$ cat src/rtl/seq_detect_ctrl.sv
// seq_detect_ctrl: programmable serial pattern detector with match counting,
// threshold interrupt and optional idle timeout (`SEQDET_TIMEOUT_EN).
//
// Ports:
//   clk, rst_n          clock, async active-low reset
//   cfg_valid/ready     config handshake; cfg_pattern/len/overlap/thresh
//   start, stop         arm / abort a detection run
//   in, in_valid        qualified serial bit stream
//   match, match_cnt    match pulse and per-run match count
//   irq, irq_clr        threshold interrupt (level) and its clear
//   busy                state is not IDLE
module seq_detect_ctrl #(
    parameter int MAX_LEN = 8,
    parameter int CNT_W   = 8,
    parameter int TIMEOUT = 16
) (
    input  logic               clk,
    input  logic               rst_n,
    input  logic               cfg_valid,
    output logic               cfg_ready,
    input  logic [MAX_LEN-1:0] cfg_pattern,
    input  logic [3:0]         cfg_len,
    input  logic               cfg_overlap,
    input  logic [CNT_W-1:0]   cfg_thresh,
    input  logic               start,
    input  logic               stop,
    input  logic               in,
    input  logic               in_valid,
    output logic               match,
    output logic [CNT_W-1:0]   match_cnt,
    output logic               irq,
    input  logic               irq_clr,
    output logic               busy
);

    localparam int FW = $clog2(MAX_LEN + 1);

    typedef enum logic [1:0] {
        S_IDLE,
        S_RUN,
        S_DONE
    } state_t;

    state_t             r_state;
    logic [MAX_LEN-1:0] r_hist;
    logic [FW-1:0]      r_fill;
    logic [MAX_LEN-1:0] r_pat;
    logic [3:0]         r_len;
    logic               r_ovl;
    logic [CNT_W-1:0]   r_thr;
    logic               r_match;
    logic [CNT_W-1:0]   r_cnt;
    logic               r_irq;

`ifdef SEQDET_TIMEOUT_EN
    localparam int TW = $clog2(TIMEOUT + 1);
    logic [TW-1:0]      r_idle;
`endif

    logic [MAX_LEN-1:0] w_hist_nx;
    logic [MAX_LEN-1:0] w_mask;
    logic               w_hit;
    logic               w_len_ok;
    logic [FW-1:0]      w_fill_inc;
    logic [CNT_W-1:0]   w_cnt_inc;

    assign w_hist_nx = {r_hist[MAX_LEN-2:0], in};

    // Only the low len bits of history/pattern take part in the compare.
    always_comb begin
        w_mask = '0;
        for (int i = 0; i < MAX_LEN; i++) begin
            w_mask[i] = (4'(i) < r_len);
        end
    end

    // Enough bits collected (counting the one arriving now) and they agree.
    assign w_hit = (int'(r_fill) + 1 >= int'(r_len))
                && (((w_hist_nx ^ r_pat) & w_mask) == '0);

    assign w_len_ok = (r_len != 4'd0) && (int'(r_len) <= MAX_LEN);

    assign w_fill_inc = (r_fill == FW'(MAX_LEN)) ? r_fill
                                                 : r_fill + FW'(1);

    assign w_cnt_inc = (r_cnt == '1) ? r_cnt : r_cnt + CNT_W'(1);

    always_ff @(posedge clk or negedge rst_n) begin
        if (!rst_n) begin
            r_state <= S_IDLE;
            r_hist  <= '0;
            r_fill  <= '0;
            r_pat   <= '0;
            r_len   <= '0;
            r_ovl   <= 1'b0;
            r_thr   <= '0;
            r_match <= 1'b0;
            r_cnt   <= '0;
            r_irq   <= 1'b0;
`ifdef SEQDET_TIMEOUT_EN
            r_idle  <= '0;
`endif
        end else begin
            r_match <= 1'b0;
            unique case (r_state)
                S_IDLE: begin
                    if (cfg_valid) begin
                        r_pat <= cfg_pattern;
                        r_len <= cfg_len;
                        r_ovl <= cfg_overlap;
                        r_thr <= cfg_thresh;
                    end
                    // start is judged against the config already latched.
                    if (start && w_len_ok) begin
                        r_state <= S_RUN;
                        r_hist  <= '0;
                        r_fill  <= '0;
                        r_cnt   <= '0;
`ifdef SEQDET_TIMEOUT_EN
                        r_idle  <= '0;
`endif
                    end
                end
                S_RUN: begin
                    // stop wins: a bit arriving with it is dropped.
                    if (stop) begin
                        r_state <= S_IDLE;
                    end else if (in_valid) begin
                        r_hist <= w_hist_nx;
`ifdef SEQDET_TIMEOUT_EN
                        r_idle <= '0;
`endif
                        if (w_hit) begin
                            r_match <= 1'b1;
                            r_cnt   <= w_cnt_inc;
                            r_fill  <= r_ovl ? w_fill_inc : '0;
                            if (r_thr != '0 && w_cnt_inc == r_thr) begin
                                r_irq   <= 1'b1;
                                r_state <= S_DONE;
                            end
                        end else begin
                            r_fill <= w_fill_inc;
                        end
                    end
`ifdef SEQDET_TIMEOUT_EN
                    // Long gap: forget any partial pattern.
                    else if (r_idle == TW'(TIMEOUT - 1)) begin
                        r_hist <= '0;
                        r_fill <= '0;
                        r_idle <= '0;
                    end else begin
                        r_idle <= r_idle + TW'(1);
                    end
`endif
                end
                S_DONE: begin
                    if (irq_clr) begin
                        r_irq   <= 1'b0;
                        r_state <= S_IDLE;
                    end
                end
                default: r_state <= S_IDLE;
            endcase
        end
    end

    assign cfg_ready = (r_state == S_IDLE);
    assign busy      = (r_state != S_IDLE);
    assign match     = r_match;
    assign match_cnt = r_cnt;
    assign irq       = r_irq;

endmodule

$ cat config.mk
export PLATFORM = sky130hd
export DESIGN_NAME = seq_detect_ctrl
export DESIGN_NICKNAME = d
export VERILOG_FILES = /design/src/rtl/seq_detect_ctrl.sv
export SDC_FILE = /design/constraint.sdc
export NUM_CORES = 1
export LEC_CHECK = 0
export CAP_MARGIN = 0
export CORE_UTILIZATION = 40
export DETAILED_ROUTE_END_ITERATION = 10
export PLACE_DENSITY = 0.63
export SYNTH_ARGS = -nofsm -noshare
export SYNTH_HDL_FRONTEND = slang
export SYNTH_SLANG_ARGS = --single-unit
$ cat constraint.sdc
create_clock -name clk -period 2.7 [get_ports clk]
set_input_delay 0.27 -clock clk [delete_from_list [all_inputs] [get_ports clk]]
set_output_delay 0.27 -clock clk [all_outputs]
set_load 0.03 [all_outputs]
---- After elaboration in Yosys (flattened, before gate mapping) ----
Index checks and enable logic that the tools add are counted.
word-level totals
  register bits ........................... 44
  latch bits .............................. 0
  bits in writable memories ............... 0
  bits in read-only memories .............. 0
  output and inout port bits .............. 12
  memories ................................ 0
cells by class
  add/subtract/negate cells ............... 3
  multipliers ............................. 0
  divide/modulo/power cells ............... 0
  order comparisons ....................... 10
  equality and inequality tests ........... 14
  shifts and indexed selects .............. 0
  muxes and demuxes ....................... 33
  bitwise operators ....................... 2
  reduce and logical (&&, ||, !) cells .... 16
operators with widths
  kind                 number
  $mux 8               5
  $mux 4               6
  $lt 3x4->1 const A   4
  $pmux 8 s2           1
  $mux 7               2
  $pmux 7 s2           1
  $mux 2               6
  $ne 2x2->1 const B   5
  $reduce_and 5->1     2
  $mux 1               9
  $ne 3x3->1 const B   3
  $add 8x1->8 const B  1
  $and 8x8->8          1
  $eq 8x8->1           1
  $eq 8x8->1 const B   1
  $logic_not 8->1      1
  $lt 1x4->1 const A   2
  $lt 2x4->1 const A   2
  $pmux 4 s2           1
  $reduce_bool 8->1    1
  $xor 8x8->8          1
  $pmux 2 s3           1
  $reduce_and 6->1     1
  $reduce_bool 2->1    3
  14 further kinds     17

---- Depth between registers and ports, before layout ----
Gate-level depths: netlist (run 1).
  depth in word-level cells ............... 9
  depth in mapped cells ................... 10
  gate-level depth less buffers ........... 9

---- Least setup slack after synthesis (run 1) ----
Ideal clock, no wire load.
  path type ............................... reg2reg
  from .................................... register r_cnt[0], in the netlist match_cnt[0]
  to ...................................... register r_state[0]
  library setup time ...................... 0.124 ns
  data arrival time ....................... 2.044 ns
  required time ........................... 2.576 ns
  path slack .............................. 0.532 ns
  cell stages (with the launch flop) ...... 7
  path buffers ............................ 0
  period minus slack after synthesis ...... 2.168 ns
  cells stage by stage .................... dfrtp_1 -> ha_1 -> nand2_1 -> o32a_1 -> a2111oi_0 -> nand3_1 -> o31a_1
on the way
  word-level cells in the longest chain between the ends .. 6
  elaborated cells on any way between the ends .. 7
  classes of those cells .................. add/sub (1); eq/ne (3); mux (1); reduce/logical (2)
ends and longest elaborated chain
  what                                       RTL line  RTL
  from (decl)                                52        logic [CNT_W-1:0] r_cnt;
  from (signal assigned)                     135       r_cnt <= w_cnt_inc;
  $add 8x1->8 or $eq 8x8->1 (tied branches)  86        assign w_cnt_inc = (r_cnt == '1) ? r_cnt : r_cnt + CNT_W'(1);
  $mux 8 (*)                                 86
  $eq 8x8->1 (*)                             137       if (r_thr != '0 && w_cnt_inc == r_thr) begin
  $logic_and 1x1->1 (*)                      137
  $ne 3x3->1 (no source line) (*)            --
  $reduce_and 5->1 (no source line) (*)      --
  to (signal assigned)                       139       r_state <= S_DONE;
  to (signal assigned)                       159       r_state <= S_IDLE;
  to (signal assigned)                       162       default: r_state <= S_IDLE;
  to (decl)                                  44        state_t r_state;
Mark *: on every way between the ends. The rest lies on a longest branch, timed or not.
A chain may end at the register's enable or synchronous reset.

---- Worst setup path after layout (run 1) ----
  from .................................... register r_fill[0]
  to ...................................... register r_cnt[3], in the netlist match_cnt[3]
on the way
  word-level cells in the longest chain between the ends .. 5
ends and longest elaborated chain
  what                               RTL line  RTL
  from (decl)                        46        logic [FW-1:0] r_fill;
  from (signal assigned)             136       r_fill <= r_ovl ? w_fill_inc : '0;
  from (signal assigned)             142       r_fill <= w_fill_inc;
  $add 4x1->5                        78        assign w_hit = (int'(r_fill) + 1 >= int'(r_len))
  $ge 5x4->1                         78
  $logic_and 1x1->1                  79        && (((w_hist_nx ^ r_pat) & w_mask) == '0);
  $ne 2x2->1 (no source line)        --
  $reduce_and 5->1 (no source line)  --
No other way between the ends.

==> impl_metrics.env, run 1 <==
export IMPL_status="finished, final reports clean"
export IMPL_dp_hpwl_um=4300
export IMPL_period_minus_slack_ns=2.50
export IMPL_cts_made_buffers=5
export IMPL_yosysWarnings=0
export IMPL_p_leak_nw=1.30
export IMPL_netlist_area_mm2=0.00259
export IMPL_synth_top_area_share_pct=42.5
export IMPL_cp_max_fo=8
export IMPL_tritoncts="yes"
export IMPL_synth_area_leaders="dfrtp_1 (42%), mux2_2 (6.9%), nand2_1 (5.1%)"
export IMPL_rsz0062_at_grt="no"
export IMPL_end_kind="flop"
export IMPL_required_ns=2.91
export IMPL_worst_slew_pin_transition_ns=1.00
export IMPL_grt_ovfl_total=0
export IMPL_async_flop_share_pct=100
export IMPL_placed_cell_area_mm2=0.00305
export IMPL_clk_path_buf_depth=2
export IMPL_grtUsageTotal_pct=19.1
export IMPL_synth_seq_cells=44
export IMPL_die_h_um=82.5
export IMPL_rr_startpoint="r_fill[0]"
export IMPL_synth_cells=276
export IMPL_clockRootBuffer="clkbuf_8"
export IMPL_fin_crit_sh_pct=92.7
export IMPL_dr_pass1_iters=5
export IMPL_drc=0
export IMPL_regArea_mm2=0.00110
export IMPL_cp_start_kind="flop"
export IMPL_post_route_util_pct=52.3
export IMPL_place_gp_congestion=0.922
export IMPL_synth_top_area_cell="dfrtp_1"
export IMPL_vias=2258
export IMPL_postRouteAntennaNets=0
export IMPL_reg2reg_to="match_cnt[3]"
export IMPL_dieWidth_um=82.5
export IMPL_powerDensity_mw_per_mm2=793
export IMPL_rrSetupSlack_ns=0.20
export IMPL_avgSynthCellArea_um2=9.39
export IMPL_rr_worst_depth=9
export IMPL_arrival_ns=2.72
export IMPL_antenna_found_initial=0
export IMPL_ys_seq_area_share_pct=42.5
export IMPL_clk_latency_ns=0.30
export IMPL_ioPinCount=41
export IMPL_drt_iter0_markers=175
export IMPL_syn_to_final_growth_pct=22.9
export IMPL_fill_cells=589
export IMPL_ir_drop_uv=546
export IMPL_drive_gt1_share_pct=11.7
export IMPL_cts_hold_buffers=0
export IMPL_clkTransAtPathRegs_ns=0.09
export IMPL_num_antenna_cells=0
export IMPL_top_usage_layer="met2"
export IMPL_final_common_cell="dfrtp_1"
export IMPL_hold_violations=0
export IMPL_grt_pass1_wl_um=9820
export IMPL_use_met3_pct=4.40
export IMPL_grt_pass1_vias=2020
export IMPL_final_nets=351
export IMPL_drt_wl_total_um=5980
export IMPL_final_cell_mix="dfrtp_1 (44), clkdlybuf4s50_1 (39), nand2_1 (35), nand3_1 (19)"
export IMPL_coreArea_mm2=0.00610
export IMPL_clock_skew_ns=0.00602
export IMPL_grtUsageMet2_pct=30.2
export IMPL_slew_headroom_pct=33.1
export IMPL_slew_viol_final=0
export IMPL_syn_nets=312
export IMPL_port_buffers=40
export IMPL_wl_per_cell_um=15.3
export IMPL_synth_edf_count=0
export IMPL_yosys_cell_types_count=50
export IMPL_setup_viol=0
export IMPL_initial_utilization_pct=42.5
export IMPL_vias_per_cell=5.77
export IMPL_hp_class="primary input to asynchronous set/reset pin"
export IMPL_multi_input_area_mm2=0.00137
export IMPL_use_met1_pct=26.6
export IMPL_die_area_mm2=0.00681
export IMPL_grt_start_max_net_pins=45
export IMPL_drv_cap=0
export IMPL_core_rowCount=28
export IMPL_critical_path_class="flop to flop"
export IMPL_design_area_mm2=0.00319
export IMPL_synth_ff_type="dfrtp_1"
export IMPL_cts_max_level=2
export IMPL_tns_ns=0
export IMPL_max_freq_mhz=400
export IMPL_clkSinkCount=44
-- worst max-delay path, stage by stage (launching register included) --
cell and delay [ns]:
dfrtp_1 0.43, ha_1 0.27, xor2_1 0.16, ha_1 0.27, o21ai_0 0.06, o21ai_0 0.27, o2111ai_2 0.24, buf_12 0.19
or2_1 0.27, o31ai_1 0.25
-- worst max path at each step --
stage,slack [ns],to,cells after the start,start
global placement,0.27,match_cnt[6],9,r_fill[0]
finish,0.20,match_cnt[3],9,r_fill[0]
CTS,0.06,match_cnt[6],9,r_fill[0]
global route,0.05,match_cnt[3],9,r_fill[0]
floorplan,0.53,r_state[0],6,match_cnt[0]
detailed placement,0.1,match_cnt[6],9,r_fill[0]
-- layout make-up --
class / count / share of cell area (%)
Multi-Input combinational cell: 202 / 43.0
Clock inverter: 2 / 1.10
Sequential cell: 44 / 34.6
Timing Repair Buffer: 46 / 14.2
Tap cell: 75 / 2.94
Clock buffer: 6 / 2.28
Inverter: 16 / 1.88
-- state kept, by name (all words and copies together) (netlist names) --
signal and cells:
irq 1, match 1, match_cnt 8, r_fill 4, r_hist 7, r_len 4, r_ovl 1, r_pat 8
r_state 2, r_thr 8
-- cells in the mapped netlist, types with 2 or more instances --
cell type,count
nand2b_1,3
and2_1,2
nor3_1,4
a22oi_1,3
mux2i_1,2
dfrtp_1,44
xnor2_1,10
a211o_1,2
nand3_1,19
nand2_1,35
a2111oi_0,2
a31oi_1,3
clkbuf_1,5
o21a_1,4
ha_1,7
inv_1,15
nor2_1,12
o31a_1,2
o22ai_1,3
o211ai_1,6
nand3b_1,2
o311ai_0,2
and3_1,2
o21ai_0,16
o31ai_1,3
mux2_2,16
xor2_1,7
buf_2,8
nand4_1,4
o2111ai_1,3
nor4_1,3
a211oi_1,5
a21oi_1,2
nor2b_1,3
nor3b_1,2
-- where the power goes --
part	internal (mW)	total, mW	switching (mW)	leakage (nW)
Sequential	0.837	1.06	0.219	0.564
Clock	0.275	0.515	0.240	0.0552
Combinational	0.468	0.957	0.488	0.678
Total	1.58	2.53	0.947	1.30
-- kinds of logic after synthesis --
| family | after synthesis | share of synthesized area [%] |
|---|---|---|
| adders and majority gates | 7 | 3.38 |
| muxes | 18 | 7.72 |
| and+or+nand+nor | 96 | 18.2 |
| DFF | 44 | 42.5 |
| buffers and inverters | 30 | 4.87 |
| AOI/OAI and AO/OA | 64 | 17.6 |
| xor gates and xnor gates | 17 | 5.74 |
-- timing repair --
item                                    in CTS  in global routing
resized for setup                            0                  1
endpoints found under the setup margin       0                  4
hold endpoints to repair                     0                  0
setup buffers                                0                  1
-- per-stage QoR --
stage	setup slack (ns)	power (mW)	hold slack, ns	cells
floorplan	0.532	1.68	-0.0256	276
global placement	0.271	1.99	0.494	382
CTS	0.0574	2.51	0.172	390
finish	0.198	2.53	0.122	391
detailed placement	0.0968	1.99	0.499	382
global route	0.0521	2.70	0.211	391
-- routing by layer --
metal | wire (µm) | vias to the layer above
met1 | 2860 | 1101
met3 | 275 | 10
met4 | 68 | 0
li1 | - | 1077
met2 | 2770 | 70
met5 | 0 | -
Power figures use the tool's default switching activity.
==> inputs of run 2 (changes only) <==
--- a/config.mk
+++ b/config.mk
@@ -8,7 +8,8 @@
 export CAP_MARGIN = 0
 export CORE_UTILIZATION = 40
 export DETAILED_ROUTE_END_ITERATION = 10
-export PLACE_DENSITY = 0.63
+export PLACE_DENSITY = 0.71
 export SYNTH_ARGS = -nofsm -noshare
 export SYNTH_HDL_FRONTEND = slang
 export SYNTH_SLANG_ARGS = --single-unit
+export TNS_END_PERCENT = 20
==> run 2 against run 1 <==
Power grew 1.4%. Clock skew is essentially flat. Maximum frequency grew 4.3%. Largest power group unchanged. Combinational power shrank 4.7%. Utilization shrank 0.21 points. Worst setup slack gained 0.10 ns. Critical endpoint is now match_cnt[1].
==> impl_metrics.env, run 2 (same netlist as run 1, synthesis figures left out) <==
export IMPL_grt_pass1_vias=2162
export IMPL_grtUsageMet2_pct=32.1
export IMPL_critPathSlowestCell="dfrtp_1"
export IMPL_placed_cell_area_mm2=0.00305
export IMPL_dieWidth_um=82.5
export IMPL_critical_path_top_delay_family="compound AO/OA/AOI/OAI gates"
export IMPL_use_met3_pct=3.08
export IMPL_clkSinkCount=44
export IMPL_coreArea_mm2=0.00610
export IMPL_ir_drop_uv=372
export IMPL_grtUsageTotal_pct=19.5
export IMPL_syn_to_final_growth_pct=22.4
export IMPL_wl_per_cell_um=15.4
export IMPL_cts_made_buffers=5
export IMPL_final_common_cell="dfrtp_1"
export IMPL_drv_cap=0
export IMPL_postRouteAntennaNets=0
export IMPL_slew_viol_final=0
export IMPL_drive_gt1_share_pct=10.9
export IMPL_clockRootBuffer="clkbuf_8"
export IMPL_final_cell_mix="dfrtp_1 (44), clkdlybuf4s50_1 (39), nand2_1 (35), nand3_1 (19)"
export IMPL_drt_iter0_markers=253
export IMPL_clk_latency_ns=0.29
export IMPL_slowest_delay_ns=0.40
export IMPL_design_area_mm2=0.00317
export IMPL_hold_violations=0
export IMPL_arrival_ns=2.59
export IMPL_antenna_found_initial=0
export IMPL_die_area_mm2=0.00681
export IMPL_dp_hpwl_um=4330
export IMPL_worst_path_buf_inv=3
export IMPL_grt_ovfl_total=0
export IMPL_critical_path_class="flop to flop"
export IMPL_drc=0
export IMPL_grt_pass1_wl_um=10100
export IMPL_post_cts_buffers=0
export IMPL_slew_headroom_pct=34.6
export IMPL_cp_common_cell="ha_1"
export IMPL_tns_ns=0
export IMPL_cts_resized_gates=0
export IMPL_fin_crit_sh_pct=88.9
export IMPL_clock_skew_ns=0.00591
export IMPL_port_buffers=40
export IMPL_ioPinCount=41
export IMPL_initial_utilization_pct=42.5
export IMPL_clkTransAtPathRegs_ns=0.08
export IMPL_required_ns=2.89
export IMPL_worst_slew_pin_transition_ns=0.981
export IMPL_dr_pass1_iters=4
export IMPL_tritoncts="yes"
export IMPL_powerDensity_mw_per_mm2=807
export IMPL_cp_max_fo=20
export IMPL_final_nets=349
export IMPL_die_h_um=82.5
export IMPL_grt_start_max_net_pins=45
export IMPL_place_gp_congestion=0.883
export IMPL_top_usage_layer="met2"
export IMPL_num_antenna_cells=0
export IMPL_drt_wl_total_um=5960
export IMPL_clk_path_buf_depth=2
export IMPL_cp_start_kind="flop"
export IMPL_period_minus_slack_ns=2.40
export IMPL_hp_class="primary input to asynchronous set/reset pin"
export IMPL_vias=2253
export IMPL_use_met1_pct=25.7
export IMPL_path_cells="inv_1, ha_1, ha_1, a211oi_1, o21ai_0, o2111ai_1, buf_4, or2_1, inv_2, a32o_1"
export IMPL_p_leak_nw=1.29
export IMPL_cts_max_level=2
export IMPL_cts_hold_buffers=0
export IMPL_status="finished, final reports clean"
export IMPL_core_rowCount=28
export IMPL_rsz0062_at_grt="no"
export IMPL_end_kind="flop"
export IMPL_max_freq_mhz=417
export IMPL_setup_viol=0
export IMPL_vias_per_cell=5.81
## run 2: worst register-to-register path, delay by kind of cell (launching register included)
family          cells  cell delay, ns
fa+ha+maj           2            0.61
simple gates        1            0.23
flops               1            0.40
compound gates      4            0.63
buf+inv             3            0.42
## run 2: area by class of cell
cell class,instances,area [µm²]
fill,567,2920
multi-input combinational,202,1370
sequential,44,1100
timing repair buffer,44,425
tap,75,93.8
clock buffer,5,68.8
clock inverter,2,60.1
inverter,16,60.1
## run 2: routing by layer
layer  vias to the layer above  part of all wire [%]
met1                      1091                    45
met2                        75                    47
met4                         0                   2.4
met5                         -                     0
li1                       1072                     -
met3                        15                   5.4
## run 2: final timing paths
path / start / end / cells past startpoint / slack, ns
min in group clk: irq / irq / 2 / 0.52
setup / recovery: r_fill[0] / match_cnt[1] / 10 / 0.30
setup reg to reg: r_fill[0] / match_cnt[1] / 10 / 0.30
hold / removal: rst_n / match / 1 / 0.13
max in group asynchronous: rst_n / r_hist[4] / 1 / 1.97
hold reg to reg: irq / irq / 2 / 0.52
## run 2: power breakdown
group	leakage [nW]	switching, mW	internal, mW
Clock	0.0642	0.225	0.364
Sequential	0.564	0.224	0.837
Combinational	0.663	0.468	0.445
## run 2: metrics by stage
step                worst slack, ns  std cells  power, mW  util, %  hold slack, ns
finish                        0.300        388       2.56     52.1           0.130
global route                  0.108        388       2.73     52.1           0.221
CTS                           0.309        388       2.58     52.1           0.174
detailed placement            0.330        381       1.98     50.0           0.491
global placement              0.396        381       1.96     50.0           0.487
floorplan                     0.532        276       1.68        -         -0.0256
==> inputs of run 3 (changes only) <==
--- a/config.mk
+++ b/config.mk
@@ -8,7 +8,8 @@
 export CAP_MARGIN = 0
 export CORE_UTILIZATION = 40
 export DETAILED_ROUTE_END_ITERATION = 10
-export PLACE_DENSITY = 0.71
+export PLACE_DENSITY = 0.7
+export SLEW_MARGIN = 25
 export SYNTH_ARGS = -nofsm -noshare
 export SYNTH_HDL_FRONTEND = slang
 export SYNTH_SLANG_ARGS = --single-unit
==> run 3 against run 2 <==
Worst hold slack improved by 0.36 ns. Clock skew rose by 0.0057 ns. Largest power group unchanged. Sequential share of layout area barely moved. Worst setup slack got worse by 0.0039 ns. Die area did not move. Combinational power rose by 1%.
==> impl_metrics.env, run 3 (same netlist as run 1, synthesis figures left out) <==
export IMPL_status="finished, final reports clean"
export IMPL_placed_cell_area_mm2=0.00305
export IMPL_rsz0062_at_grt="no"
export IMPL_slew_headroom_pct=62.7
export IMPL_drc=0
export IMPL_fin_ws_ns=0.297
export IMPL_clkSinkCount=44
export IMPL_ir_drop_uv=413
export IMPL_postRouteAntennaNets=0
export IMPL_reg2reg_to="match_cnt[1]"
export IMPL_hold_violations=0
export IMPL_final_common_cell="dfrtp_1"
export IMPL_vias_per_cell=5.59
export IMPL_initial_utilization_pct=42.5
export IMPL_cp_start_kind="flop"
export IMPL_dp_hpwl_um=4260
export IMPL_rr_worst_depth=10
export IMPL_arrival_ns=2.61
export IMPL_grtUsageTotal_pct=19.0
export IMPL_clk_path_buf_depth=2
export IMPL_place_gp_congestion=0.909
export IMPL_crit_start="r_fill[0]"
export IMPL_die_area_mm2=0.00681
export IMPL_drt_wl_total_um=5750
export IMPL_period_minus_slack_ns=2.40
export IMPL_grt_pass1_wl_um=9660
export IMPL_num_antenna_cells=0
export IMPL_cp_max_fo=20
export IMPL_worst_slew_pin_transition_ns=0.560
export IMPL_max_freq_mhz=416
export IMPL_vias=2180
export IMPL_cts_resized_gates=0
export IMPL_tns_ns=0
export IMPL_grt_pass1_vias=2046
export IMPL_tritoncts="yes"
export IMPL_setup_viol=0
export IMPL_drv_cap=0
export IMPL_clock_skew_ns=0.0117
export IMPL_grt_start_max_net_pins=45
export IMPL_ioPinCount=41
export IMPL_clockRootBuffer="clkbuf_8"
export IMPL_dp_slack_ns=0.324
export IMPL_syn_to_final_growth_pct=22.4
export IMPL_fin_crit_sh_pct=89.0
export IMPL_port_buffers=40
export IMPL_cts_made_buffers=5
export IMPL_drt_iter0_markers=177
export IMPL_end_kind="flop"
export IMPL_clk_latency_ns=0.31
export IMPL_drive_gt1_share_pct=11.1
export IMPL_final_cell_mix="dfrtp_1 (44), clkdlybuf4s50_1 (39), nand2_1 (35), nand3_1 (19)"
export IMPL_design_area_mm2=0.00317
export IMPL_slew_viol_final=0
export IMPL_dr_pass1_iters=4
export IMPL_rrSetupSlack_ns=0.30
export IMPL_rr_startpoint="r_fill[0]"
export IMPL_powerDensity_mw_per_mm2=791
export IMPL_coreArea_mm2=0.00610
export IMPL_grt_ovfl_total=0
export IMPL_required_ns=2.91
export IMPL_hp_class="primary input to asynchronous set/reset pin"
export IMPL_antenna_found_initial=0
export IMPL_clkTransAtPathRegs_ns=0.10
export IMPL_die_h_um=82.5
export IMPL_fill_cells=593
export IMPL_core_rowCount=28
export IMPL_dieWidth_um=82.5
export IMPL_p_leak_nw=1.29
export IMPL_final_nets=350
export IMPL_cts_max_level=2
export IMPL_wl_per_cell_um=14.8
export IMPL_critical_path_class="flop to flop"
-- run 3: cell count changes in the layout (fill, tap and decap cells not counted), sizes merged --
| cell | delta |
|---|---|
| bufinv | -1 |
| clkinvlp | +1 |
| dlygate4sd3 | +1 |
| inv | +1 |
-- run 3: worst max path at each step --
stage	depth (start not counted)	endpoint	slack [ns]
2_1_floorplan	6	r_state[0]	0.53
3_3_place_gp	10	match_cnt[1]	0.38
3_5_place_dp	10	match_cnt[1]	0.32
4_1_cts	10	match_cnt[1]	0.31
5_1_grt	10	match_cnt[1]	0.09
6_report	10	match_cnt[1]	0.30
-- run 3: stage by stage --
step,hold slack (ns),cells,power [mW],utilization (%)
2_1_floorplan,-0.0256,276,1.68,-
3_3_place_gp,0.490,381,1.97,50.0
3_5_place_dp,0.490,381,1.99,50.0
4_1_cts,0.150,389,2.53,51.8
5_1_grt,0.518,390,2.69,52.1
6_report,0.486,390,2.51,52.1
-- run 3: final cells by class --
cell class / instances / area (µm²) / share of cell area [%]
inverter: 16 / 60.1 / 1.89
clock buffer: 5 / 68.8 / 2.17
multi-input combinational: 202 / 1370 / 43.0
tap: 75 / 93.8 / 2.96
sequential: 44 / 1100 / 34.7
timing repair buffer: 45 / 438 / 13.8
clock inverter: 3 / 46.3 / 1.46
-- run 3: critical path: stages (launching register included) --
cell and delay (ns):
dfrtp_1 0.40, inv_1 0.09, ha_1 0.32, ha_1 0.28, a211oi_1 0.19, o21ai_0 0.13, o2111ai_1 0.09, buf_4 0.26
or2_1 0.23, inv_2 0.07, a32o_1 0.24
-- run 3: metal layers --
layer	vias to the layer above	wire [µm]	global-route usage [%]
li1	1069	-	-
met1	1052	2750	25.3
met2	49	2610	30.5
met3	10	295	4.29
met4	0	93	6.21
met5	-	0	0
-- run 3: timing repair --
item | 4_1_cts | 5_1_grt
hold buffers | 0 | 1
setup buffers | 0 | 0
hold endpoints to repair | 0 | 10
-- run 3: power by group --
group / internal (mW) / switching (mW) / leakage, nW / total, mW
Sequential: 0.836 / 0.222 / 0.564 / 1.06
Clock: 0.279 / 0.251 / 0.0548 / 0.530
Combinational: 0.455 / 0.466 / 0.668 / 0.921
Total: 1.57 / 0.938 / 1.29 / 2.51
